==> src/rtl/dtw_pkg.sv <==
// Shared types and arithmetic helpers for the DTW systolic array.
// Cost values are handled in 64 bits here and cut to CWIDTH at the call site.
package dtw_pkg;

    typedef enum logic [2:0] {
        IDLE,
        LOAD,
        RUN,
        DRAIN,
        DONE
    } state_t;

    typedef enum logic {
        MODE_FULL,
        MODE_SUBSEQ
    } mode_t;

    function automatic logic [63:0] inf(input int w);
        return (w >= 64) ? '1 : ((64'd1 << w) - 64'd1);
    endfunction

    // Any sum reaching the all-ones value pins at INF, so costs never wrap.
    function automatic logic [63:0] sat_add(
        input logic [63:0] a,
        input logic [63:0] b,
        input int          w
    );
        logic [63:0] s;
        s = a + b;
        return (s >= inf(w)) ? inf(w) : s;
    endfunction

    function automatic logic [63:0] min3(
        input logic [63:0] a,
        input logic [63:0] b,
        input logic [63:0] c
    );
        logic [63:0] m;
        m = (a < b) ? a : b;
        return (c < m) ? c : m;
    endfunction

endpackage

==> src/rtl/dtw_sdtw_pe.sv <==
// One DTW cell: reference register, W/NW cost registers, tag and sample pass-through.
// Bubbles (tag low) leave every cost register untouched.
module dtw_sdtw_pe
    import dtw_pkg::*;
#(
    parameter int WIDTH  = 16,
    parameter int CWIDTH = 24,
    parameter bit FIRST  = 1'b0
) (
    input  logic                     clk,
    input  logic                     rst_n,
    input  logic                     clr,
    input  logic                     ld,
    input  logic signed [WIDTH-1:0]  ref_in,
    output logic signed [WIDTH-1:0]  ref_out,
    input  logic                     tag_in,
    input  logic signed [WIDTH-1:0]  x_in,
    input  logic [CWIDTH-1:0]        d_in,
    output logic                     tag_out,
    output logic signed [WIDTH-1:0]  x_out,
    output logic [CWIDTH-1:0]        d_out,
    output logic [CWIDTH-1:0]        d_nxt
);

    localparam logic [CWIDTH-1:0] INF = CWIDTH'(inf(CWIDTH));
    // Column -1 is INF except the top-left corner seed of the first row.
    localparam logic [CWIDTH-1:0] NW0 = FIRST ? '0 : INF;

    logic [WIDTH:0]      diff;
    logic [WIDTH-1:0]    cost;
    logic [CWIDTH-1:0]   nw;
    logic [63:0]         m;

    always_comb begin
        diff  = {x_in[WIDTH-1], x_in} - {ref_out[WIDTH-1], ref_out};
        cost  = diff[WIDTH] ? WIDTH'(-diff) : diff[WIDTH-1:0];
        m     = min3(64'(d_in), 64'(d_out), 64'(nw));
        d_nxt = CWIDTH'(sat_add(64'(cost), m, CWIDTH));
    end

    always_ff @(posedge clk or negedge rst_n) begin
        if (!rst_n) begin
            ref_out <= '0;
            tag_out <= 1'b0;
            x_out   <= '0;
            d_out   <= '0;
            nw      <= '0;
        end else begin
            tag_out <= clr ? 1'b0 : tag_in;
            if (ld) begin
                ref_out <= ref_in;
            end
            if (clr) begin
                d_out <= INF;
                nw    <= NW0;
            end else if (tag_in) begin
                d_out <= d_nxt;
                nw    <= d_in;
                x_out <= x_in;
            end
        end
    end

endmodule

==> src/rtl/dtw_sdtw_array.sv <==
// Linear systolic DTW array: NPE cells, job FSM and best-score tracker.
// Query samples enter PE0 one per cycle; bottom-row costs leave the last PE.
module dtw_sdtw_array
    import dtw_pkg::*;
#(
    parameter int WIDTH  = 16,
    parameter int CWIDTH = 24,
    parameter int NPE    = 8,
    parameter int QW     = 16
) (
    input  logic              clk,
    input  logic              rst_n,
    input  logic              start,
    input  logic              mode,
    input  logic [QW-1:0]     qlen,
    input  logic              ref_valid,
    output logic              ref_ready,
    input  logic [WIDTH-1:0]  ref_data,
    input  logic              s_valid,
    output logic              s_ready,
    input  logic [WIDTH-1:0]  s_data,
    output logic              m_valid,
    output logic [CWIDTH-1:0] m_score,
    output logic [QW-1:0]     m_pos,
    output logic [CWIDTH-1:0] best_score,
    output logic [QW-1:0]     best_pos,
    output logic              busy,
    output logic              done
);

    localparam logic [CWIDTH-1:0] INF = CWIDTH'(inf(CWIDTH));

    state_t                  state;
    mode_t                   mode_r;
    logic [QW-1:0]           qlen_r;
    logic [QW-1:0]           cnt;
    logic [QW-1:0]           ocnt;
    logic                    t0;
    logic signed [WIDTH-1:0] x0;
    logic                    clr;
    logic                    ld;
    logic                    last_in;
    logic [CWIDTH-1:0]       d_last;

    logic                    tag [NPE];
    logic signed [WIDTH-1:0] xv  [NPE];
    logic signed [WIDTH-1:0] rv  [NPE];
    logic [CWIDTH-1:0]       dv  [NPE];
    logic [CWIDTH-1:0]       dn  [NPE];

    assign ref_ready = (state == LOAD);
    assign s_ready   = (state == RUN);
    assign busy      = (state != IDLE);
    assign done      = (state == DONE);
    assign clr       = (state == IDLE) && start;
    assign ld        = ref_valid && ref_ready;
    assign last_in   = tag[NPE-2];
    assign d_last    = dn[NPE-1];
    assign m_valid   = tag[NPE-1];
    assign m_score   = dv[NPE-1];

    for (genvar i = 0; i < NPE; i++) begin : g_pe
        logic                    up_tag;
        logic signed [WIDTH-1:0] up_x;
        logic signed [WIDTH-1:0] up_r;
        logic [CWIDTH-1:0]       up_d;

        // Row -1: free start (0) in subsequence mode, unreachable otherwise.
        if (i == 0) begin : g_first
            assign up_tag = t0;
            assign up_x   = x0;
            assign up_d   = (mode_r == MODE_SUBSEQ) ? '0 : INF;
        end else begin : g_next
            assign up_tag = tag[i-1];
            assign up_x   = xv[i-1];
            assign up_d   = dv[i-1];
        end

        // References shift toward PE0 so the first sample lands there.
        if (i == NPE - 1) begin : g_rin
            assign up_r = ref_data;
        end else begin : g_rchain
            assign up_r = rv[i+1];
        end

        dtw_sdtw_pe #(
            .WIDTH (WIDTH),
            .CWIDTH(CWIDTH),
            .FIRST (i == 0)
        ) u_pe (
            .clk    (clk),
            .rst_n  (rst_n),
            .clr    (clr),
            .ld     (ld),
            .ref_in (up_r),
            .ref_out(rv[i]),
            .tag_in (up_tag),
            .x_in   (up_x),
            .d_in   (up_d),
            .tag_out(tag[i]),
            .x_out  (xv[i]),
            .d_out  (dv[i]),
            .d_nxt  (dn[i])
        );
    end

    always_ff @(posedge clk or negedge rst_n) begin
        if (!rst_n) begin
            state      <= IDLE;
            mode_r     <= MODE_FULL;
            qlen_r     <= '0;
            cnt        <= '0;
            ocnt       <= '0;
            t0         <= 1'b0;
            x0         <= '0;
            m_pos      <= '0;
            best_score <= INF;
            best_pos   <= '0;
        end else begin
            t0 <= s_valid && s_ready;
            if (s_valid && s_ready) begin
                x0 <= s_data;
            end

            if (last_in) begin
                m_pos <= ocnt;
                ocnt  <= ocnt + 1'b1;
                if (mode_r == MODE_SUBSEQ) begin
                    if (d_last < best_score) begin
                        best_score <= d_last;
                        best_pos   <= ocnt;
                    end
                end else if (ocnt == qlen_r - 1'b1) begin
                    best_score <= d_last;
                    best_pos   <= ocnt;
                end
            end

            unique case (state)
                IDLE: begin
                    if (start) begin
                        mode_r     <= mode_t'(mode);
                        qlen_r     <= (qlen == '0) ? QW'(1) : qlen;
                        cnt        <= '0;
                        ocnt       <= '0;
                        best_score <= INF;
                        best_pos   <= '0;
                        state      <= LOAD;
                    end
                end
                LOAD: begin
                    if (ref_valid) begin
                        if (cnt == QW'(NPE - 1)) begin
                            cnt   <= '0;
                            state <= RUN;
                        end else begin
                            cnt <= cnt + 1'b1;
                        end
                    end
                end
                RUN: begin
                    if (s_valid) begin
                        if (cnt == qlen_r - 1'b1) begin
                            cnt   <= '0;
                            state <= DRAIN;
                        end else begin
                            cnt <= cnt + 1'b1;
                        end
                    end
                end
                DRAIN: begin
                    if (ocnt == qlen_r) begin
                        state <= DONE;
                    end
                end
                DONE: begin
                    state <= IDLE;
                end
                default: begin
                    state <= IDLE;
                end
            endcase
        end
    end

endmodule

==> config.mk <==
export PLATFORM = sky130hd
export DESIGN_NAME = dtw_sdtw_array
export DESIGN_NICKNAME = d
export VERILOG_FILES = /design/src/rtl/dtw_pkg.sv /design/src/rtl/dtw_sdtw_pe.sv /design/src/rtl/dtw_sdtw_array.sv
export SDC_FILE = /design/constraint.sdc
export NUM_CORES = 2
export LEC_CHECK = 0
export BUFFER_PORTS_ARGS = -buffer_cell sky130_fd_sc_hd__buf_2
export CAP_MARGIN = 20
export CORE_UTILIZATION = 30
export CTS_CLUSTER_DIAMETER = 40
export DETAILED_ROUTE_END_ITERATION = 16
export PLACE_DENSITY = 0.41
export REMOVE_ABC_BUFFERS = 1
export SYNTH_ARGS = -nofsm -noshare
export SYNTH_HDL_FRONTEND = slang
export SYNTH_SLANG_ARGS = --single-unit
==> constraint.sdc <==
create_clock -name clk -period 17 [get_ports clk]
set_input_delay 3.4 -clock clk [delete_from_list [all_inputs] [get_ports clk]]
set_output_delay 3.4 -clock clk [all_outputs]
set_load 0.05 [all_outputs]
# Yosys cells after proc, flatten, opt, wreduce, memory -nomap -nowiden
# Cells that the tools add are included.
[op_classes]
n_eq_ne = 14
bitwise = 1
n_mux = 102
magnitude_cmp = 25
addsub = 27
reduce_logical = 25
[ops]
columns = ["op", "n"]
rows = [
  ["24-bit two-way mux", 55],
  ["16-bit by 64-bit adder with 64-bit output", 8],
  ["64-bit by 24-bit >= comparator with 1-bit output, second input constant", 8],
  ["24-bit by 64-bit less-than comparator with 1-bit output", 8],
  ["64-bit two-way mux", 8],
  ["16-bit two-way mux", 23],
  ["24-bit less-than comparator", 9],
  ["16-bit by 16-bit subtractor with 17-bit output", 8],
  ["16-bit negation", 8],
  ["16-bit equality test", 3],
  ["16-bit case mux with 3 select lines", 1],
  ["16-bit by 1-bit adder with 16-bit output, second input constant", 2],
  ["3-bit two-way mux", 6],
  ["16-bit by 3-bit equality test with 1-bit output, second input constant", 1],
  ["16-bit zero test", 1],
  ["2-bit AND reduction", 8],
  ["2-bit nonzero test", 8],
  ["16-bit by 1-bit subtractor with 16-bit output, second input constant", 1],
  ["3-bit case mux with 4 select lines", 1],
  ["1-bit two-way mux", 8],
  ["2-bit inequality test, second input constant", 4],
  ["3-bit by 2-bit equality test with 1-bit output, second input constant", 2],
  ["6-bit AND reduction", 1],
  ["3-bit nonzero test", 2],
  ["7 further kinds", 10],
]
[word_totals]
input_bits = 54
wordCells = 243
register_bits = 757
out_inout_bits = 85

# Longest topological paths before layout
[logic_depth]
word_depth = 13
depth_mapped = 53
ltp_nobuf = 46

# Cells and area by module
# A second synthesis with hierarchy kept.
[unflattened]
hier_cells = 7357
area_unflattened_um2 = 62550.0
[modules_own_cells]
columns = ["mod", "instances", "cells_each", "area_per_inst_um2", "seq_area_each_um2"]
rows = [
  ["dtw_sdtw_pe (g_pe[3].u_pe ...)", 4, 823, 6851.6, 2026.9],
  ["dtw_sdtw_pe (g_pe[2].u_pe)", 1, 844, 7138.1, 2026.9],
  ["dtw_sdtw_array", 1, 759, 7131.8, 3158.0],
  ["dtw_sdtw_pe (g_pe[1].u_pe)", 1, 827, 7113.1, 2026.9],
  ["dtw_sdtw_pe (g_pe[7].u_pe)", 1, 829, 6917.9, 2026.9],
  ["dtw_sdtw_pe (g_pe[0].u_pe)", 1, 806, 6842.8, 2026.9],
]

# Worst setup path before layout
# OpenSTA, ideal clock, no wires.
[synth_timing]
kind = "register -> register"
startpoint = "register g_pe[7].u_pe.d_out[2]"
endpoint = "register best_pos[12]"
t_arrival_ns = 10.382
setup_time_ns = 0.121
path_slack_ns = 6.497
synth_period_minus_slack_ns = 10.503
t_required_ns = 16.879
path_buffers = 9
path_stages_with_launch = 52
cell_sequence = "dfrtp_1 > inv_1 > ha_1 > a21oi_1 > o21ai_0 > a221oi_1 > o21ai_0 > a21oi_2 > clkbuf_1 > buf_1 > clkbuf_1 > nor2_1 > a21oi_1 > ha_1 > a21o_1 > a21o_1 > a21oi_1 > nand2_1 > [16 not listed] > mux2_2 > nor4_4 > a41oi_2 > nand2b_1 > ha_1 > a21o_1 > a21o_1 > a21o_1 > a21o_1 > a21oi_1 > o21ai_0 > a2bb2oi_1 > o21ai_0 > and3_1 > buf_2 > nor2_4 > buf_2 > a22o_1"
[synth_via]
elab_chain_cells = 13
[synth_lines]
columns = ["item", "line_no", "rtl"]
rows = [
  ["start, declared", "dtw_sdtw_pe.sv:21", "output logic [CWIDTH-1:0] d_out,"],
  ["start signal, assigned", "dtw_sdtw_pe.sv:57", "d_out <= d_nxt;"],
  ["24-bit less-than comparator", "dtw_pkg.sv:39", "m = (a < b) ? a : b;"],
  ["24-bit two-way mux (*)", "dtw_pkg.sv:39", ""],
  ["24-bit by 64-bit less-than comparator with 1-bit output", "dtw_pkg.sv:40", "return (c < m) ? c : m;"],
  ["64-bit two-way mux (*)", "dtw_pkg.sv:40", ""],
  ["16-bit by 64-bit adder with 64-bit output (*)", "dtw_pkg.sv:29", "s = a + b;"],
  ["64-bit by 24-bit >= comparator with 1-bit output", "dtw_pkg.sv:30", "return (s >= inf(w)) ? inf(w) : s;"],
  ["24-bit two-way mux (*)", "dtw_pkg.sv:30", ""],
  ["24-bit less-than comparator (*)", "dtw_sdtw_array.sv:129", "if (d_last < best_score) begin"],
  ["16-bit two-way mux (*)", "dtw_sdtw_array.sv:129", ""],
  ["16-bit two-way mux (*)", "dtw_sdtw_array.sv:128", "if (mode_r == MODE_SUBSEQ) begin"],
  ["16-bit two-way mux (*)", "dtw_sdtw_array.sv:125", "if (last_in) begin"],
  ["16-bit two-way mux", "dtw_sdtw_array.sv:141", "if (start) begin"],
  ["16-bit two-way mux (*)", "dtw_sdtw_array.sv:139", "unique case (state)"],
  ["end signal, assigned", "dtw_sdtw_array.sv:131", "best_pos <= ocnt;"],
  ["end signal, assigned", "dtw_sdtw_array.sv:135", "best_pos <= ocnt;"],
  ["end, declared", "dtw_sdtw_array.sv:26", "output logic [QW-1:0] best_pos,"],
]
# Mark *: on every way between the ends. The rest lies on a longest branch, timed or not.
# A chain may end at the register's enable or synchronous reset.

# Final worst setup path
[layout_timing]
startpoint = "register g_pe[7].u_pe.d_out[17]"
endpoint = "register best_pos[12]"
# Same word-level chain as after synthesis.

==> results.cfg <==
[sta]
skew_ns = 0.0385
slew_violations = 0
period_minus_slack_ns = 12.05
timing.fmax_mhz = 83.0
fin_ws_ns = 4.95
hold_viol = 0
timing.setup.tns_ns = 0
rsz0062_at_grt = no
worstMarginPinSlew_ns = 1.06
slew_headroom = 0.293
setup_viol = 0
fin_crit_sh = 0.709

[floorplan]
fp.dieW_um = 441
die_h_um = 441
coreArea_sq_um = 191000
dieArea_sq_um = 195000
rows = 160
io_pins = 139
initial_core_util = 0.303

[clock_network]
root_buffer = clkbuf_16
cts_buffers = 173
clk_latency_ns = 0.80
htreeDepth = 4
cts_max_path_buffers = 3
clk_pin_slew_ns = 0.05
cts_setup_buffers = 0
cts_sinks = 734
postCtsHoldBufs = 0
cts_tree = built
cts_resized = 0

[detailed_routing]
postRouteAntennaNets = 0
wl_mm = 181
dr.pass1.iters = 5
vias = 47900
drcViolationCount = 0
drt_iter0_drc = 2130
routed_via_density = 5.06
routedWlPerCell_um = 19.1

[setup_path]
crit_required_ns = 17.72
cpPeakStageDelay_ns = 0.78
slowest_stage = a41oi_2
worst_r2r_endpoint = best_pos[12]$_DFF_PN0_
r2r-start = g_pe[7].u_pe.d_out[17]$_DFFE_PN0P_
critPathArrivalTime_ns = 12.77
start_kind = flip-flop
critical_path_class = reg -> reg
cp_max_fo = 54
critPathCaptureType = flip-flop
cp_common_cell = ha_1
ff2ff_setup_slack_ns = 4.95
rr_worst_depth = 40

[global_routing]
grt_pass1_wl_mm = 285
grt_max_degree = 148
grt_usage = 0.187
grt_overflow = 0
antenna_found_initial = 0
grt_pass1_vias = 49400

[hold_path]
holdPathEnd = g_pe[6].u_pe.x_out[0]$_DFFE_PN0P_
worstHoldPathCells = 2
hp-start = g_pe[6].u_pe.x_out[0]$_DFFE_PN0P_
holdCritPathClass = reg -> reg

[flow_run]
drv_cap = 0

[power]
power_leakage_nw = 31.3
powerDensity_nw_per_um2 = 213
pwr-share-clk = 0.242
peakVddDrop_uv = 127
power_frac_comb = 0.615
internal-power_mw = 7.82
p_switching_mw = 6.52
switching_share = 0.455
seq_power_share = 0.143

[placed_design]
gp_congestion = 0.887
preCtsSetupSlack_ns = 4.88
dp.cells = 9170
port_buffers = 138
dp_hpwl_mm = 141

[synth]
syn_area_sq_um = 57900
synth_seq_cells = 734
yosysSeqAreaShare = 0.318
synth_edf_count = 0
synth_top_area_frac = 0.307
syn_inst = 6719
synthDistinctLibCells = 96
avgSynthCellArea_sq_um = 8.61
synth_common_cells = dfrtp_1, ha_1, nor2_1
synth_top_area_cell = dfrtp_1
synth-warning-count = 0
synthFlopType = dfrtp_1
yosysMostFrequentCell = dfrtp_1
synth_area_leaders = dfrtp_1, ha_1, a21oi_1, xnor2_1, nor2_1
synth-async-reset-ratio = 1.00

[final_layout]
n_antenna_cell = 0
fillCellCount = 19700
nets = 7563
instances_no_fill = 9483
utilization = 0.353
area_delta_synth_final_pct = 16.5
register_area_sq_um = 18400
multi_input_area_sq_um = 36600
drive_gt1_frac = 0.110

[status]
outcome = complete, no violations
-- layer usage --
layer | up-vias | track usage | wire length [um]
met5 | - | 0 | 0
met4 | 0 | 0.0726 | 6870
met3 | 293 | 0.0246 | 5120
met2 | 631 | 0.329 | 88600
met1 | 22800 | 0.229 | 80400
li1 | 24200 | - | -
-- final cells by class --
cell class | count | share of cell area
multi-input combinational | 5198 | 0.543
sequential | 734 | 0.273
clock buffer | 234 | 0.0733
tap | 2511 | 0.0466
inverter | 526 | 0.0293
timing repair buffer | 202 | 0.0181
clock inverter | 78 | 0.0169
-- sequential cells by signal, summed over array words and instances, names as in the netlist, 24 cells and up --
register / count
g_pe.u_pe.d_out: 192
g_pe.u_pe.x_out: 112
g_pe.u_pe.ref_out: 128
g_pe.u_pe.nw: 169
best_score: 24
-- worst max-delay path: cells and delay by family (launching register included) --
kind / cells / cell delay (ns)
AO/OA/AOI/OAI: 13 / 3.70
XOR/XNOR: 1 / 0.15
flip-flops: 1 / 0.48
buffers and inverters: 3 / 0.85
AND/OR/NAND/NOR: 16 / 4.59
multiplexers: 3 / 0.79
adder cells (fa/ha/maj): 4 / 1.36
-- kinds of logic after synthesis --
group / share of synthesized area
AO/OA/AOI/OAI: 0.193
XOR/XNOR: 0.0652
adder cells (fa/ha/maj): 0.148
buffers and inverters: 0.0518
flip-flops: 0.318
multiplexers: 0.0682
AND/OR/NAND/NOR: 0.157
-- power by group through the flow --
stage / combinational [mW] / clock, mW / sequential, mW
floorplan: 6.59 / 0 / 2.01
global placement: 8.79 / 0 / 2.07
detailed placement: 8.87 / 0 / 2.07
CTS: 8.91 / 3.57 / 2.05
global route: 9.81 / 3.65 / 2.07
finish: 8.81 / 3.47 / 2.05
-- per-stage QoR --
stage	power [mW]	hold slack, ns	cell area [sq um]
floorplan	8.61	0.450	56800
global placement	10.9	0.463	61300
detailed placement	10.9	0.471	61300
CTS	14.5	0.481	67400
global route	15.5	0.506	67400
finish	14.3	0.474	67400
-- worst max-delay path by stage --
stage,startpoint,to,slack [ns],depth (start not counted)
final,g_pe[7].u_pe.d_out[17]$_DFFE_PN0P_,best_pos[12]$_DFF_PN0_,4.95,40
after global routing,g_pe[7].u_pe.d_out[17]$_DFFE_PN0P_,best_score[3]$_DFF_PN1_,4.03,47
after CTS,g_pe[7].u_pe.d_out[18]$_DFFE_PN0P_,best_pos[1]$_DFF_PN0_,4.84,40
after detailed placement,g_pe[7].u_pe.d_out[18]$_DFFE_PN0P_,best_pos[1]$_DFF_PN0_,4.88,40
after global placement,g_pe[7].u_pe.d_out[19]$_DFFE_PN0P_,best_pos[3]$_DFF_PN0_,4.93,39
after floorplan,g_pe[6].u_pe.d_out[11]$_DFFE_PN0P_,g_pe[6].u_pe.d_out[19]$_DFFE_PN0P_,5.40,27
-- layout by cell type, fill, tap and decap left out, drive strengths merged, types with 98 or more instances in the layout --
| cell | n |
|---|---|
| a21o | 130 |
| a21oi | 562 |
| buf | 202 |
| clkbuf | 234 |
| dfrtp | 710 |
| ha | 658 |
| inv | 534 |
| mux2 | 163 |
| mux2i | 211 |
| nand2 | 609 |
| nand3 | 103 |
| nand4 | 98 |
| nor2 | 617 |
| nor3 | 119 |
| o21ai | 449 |
| o22a | 106 |
| xnor2 | 282 |
| xor2 | 149 |
Note: power is estimated with default switching activity, not from simulation.
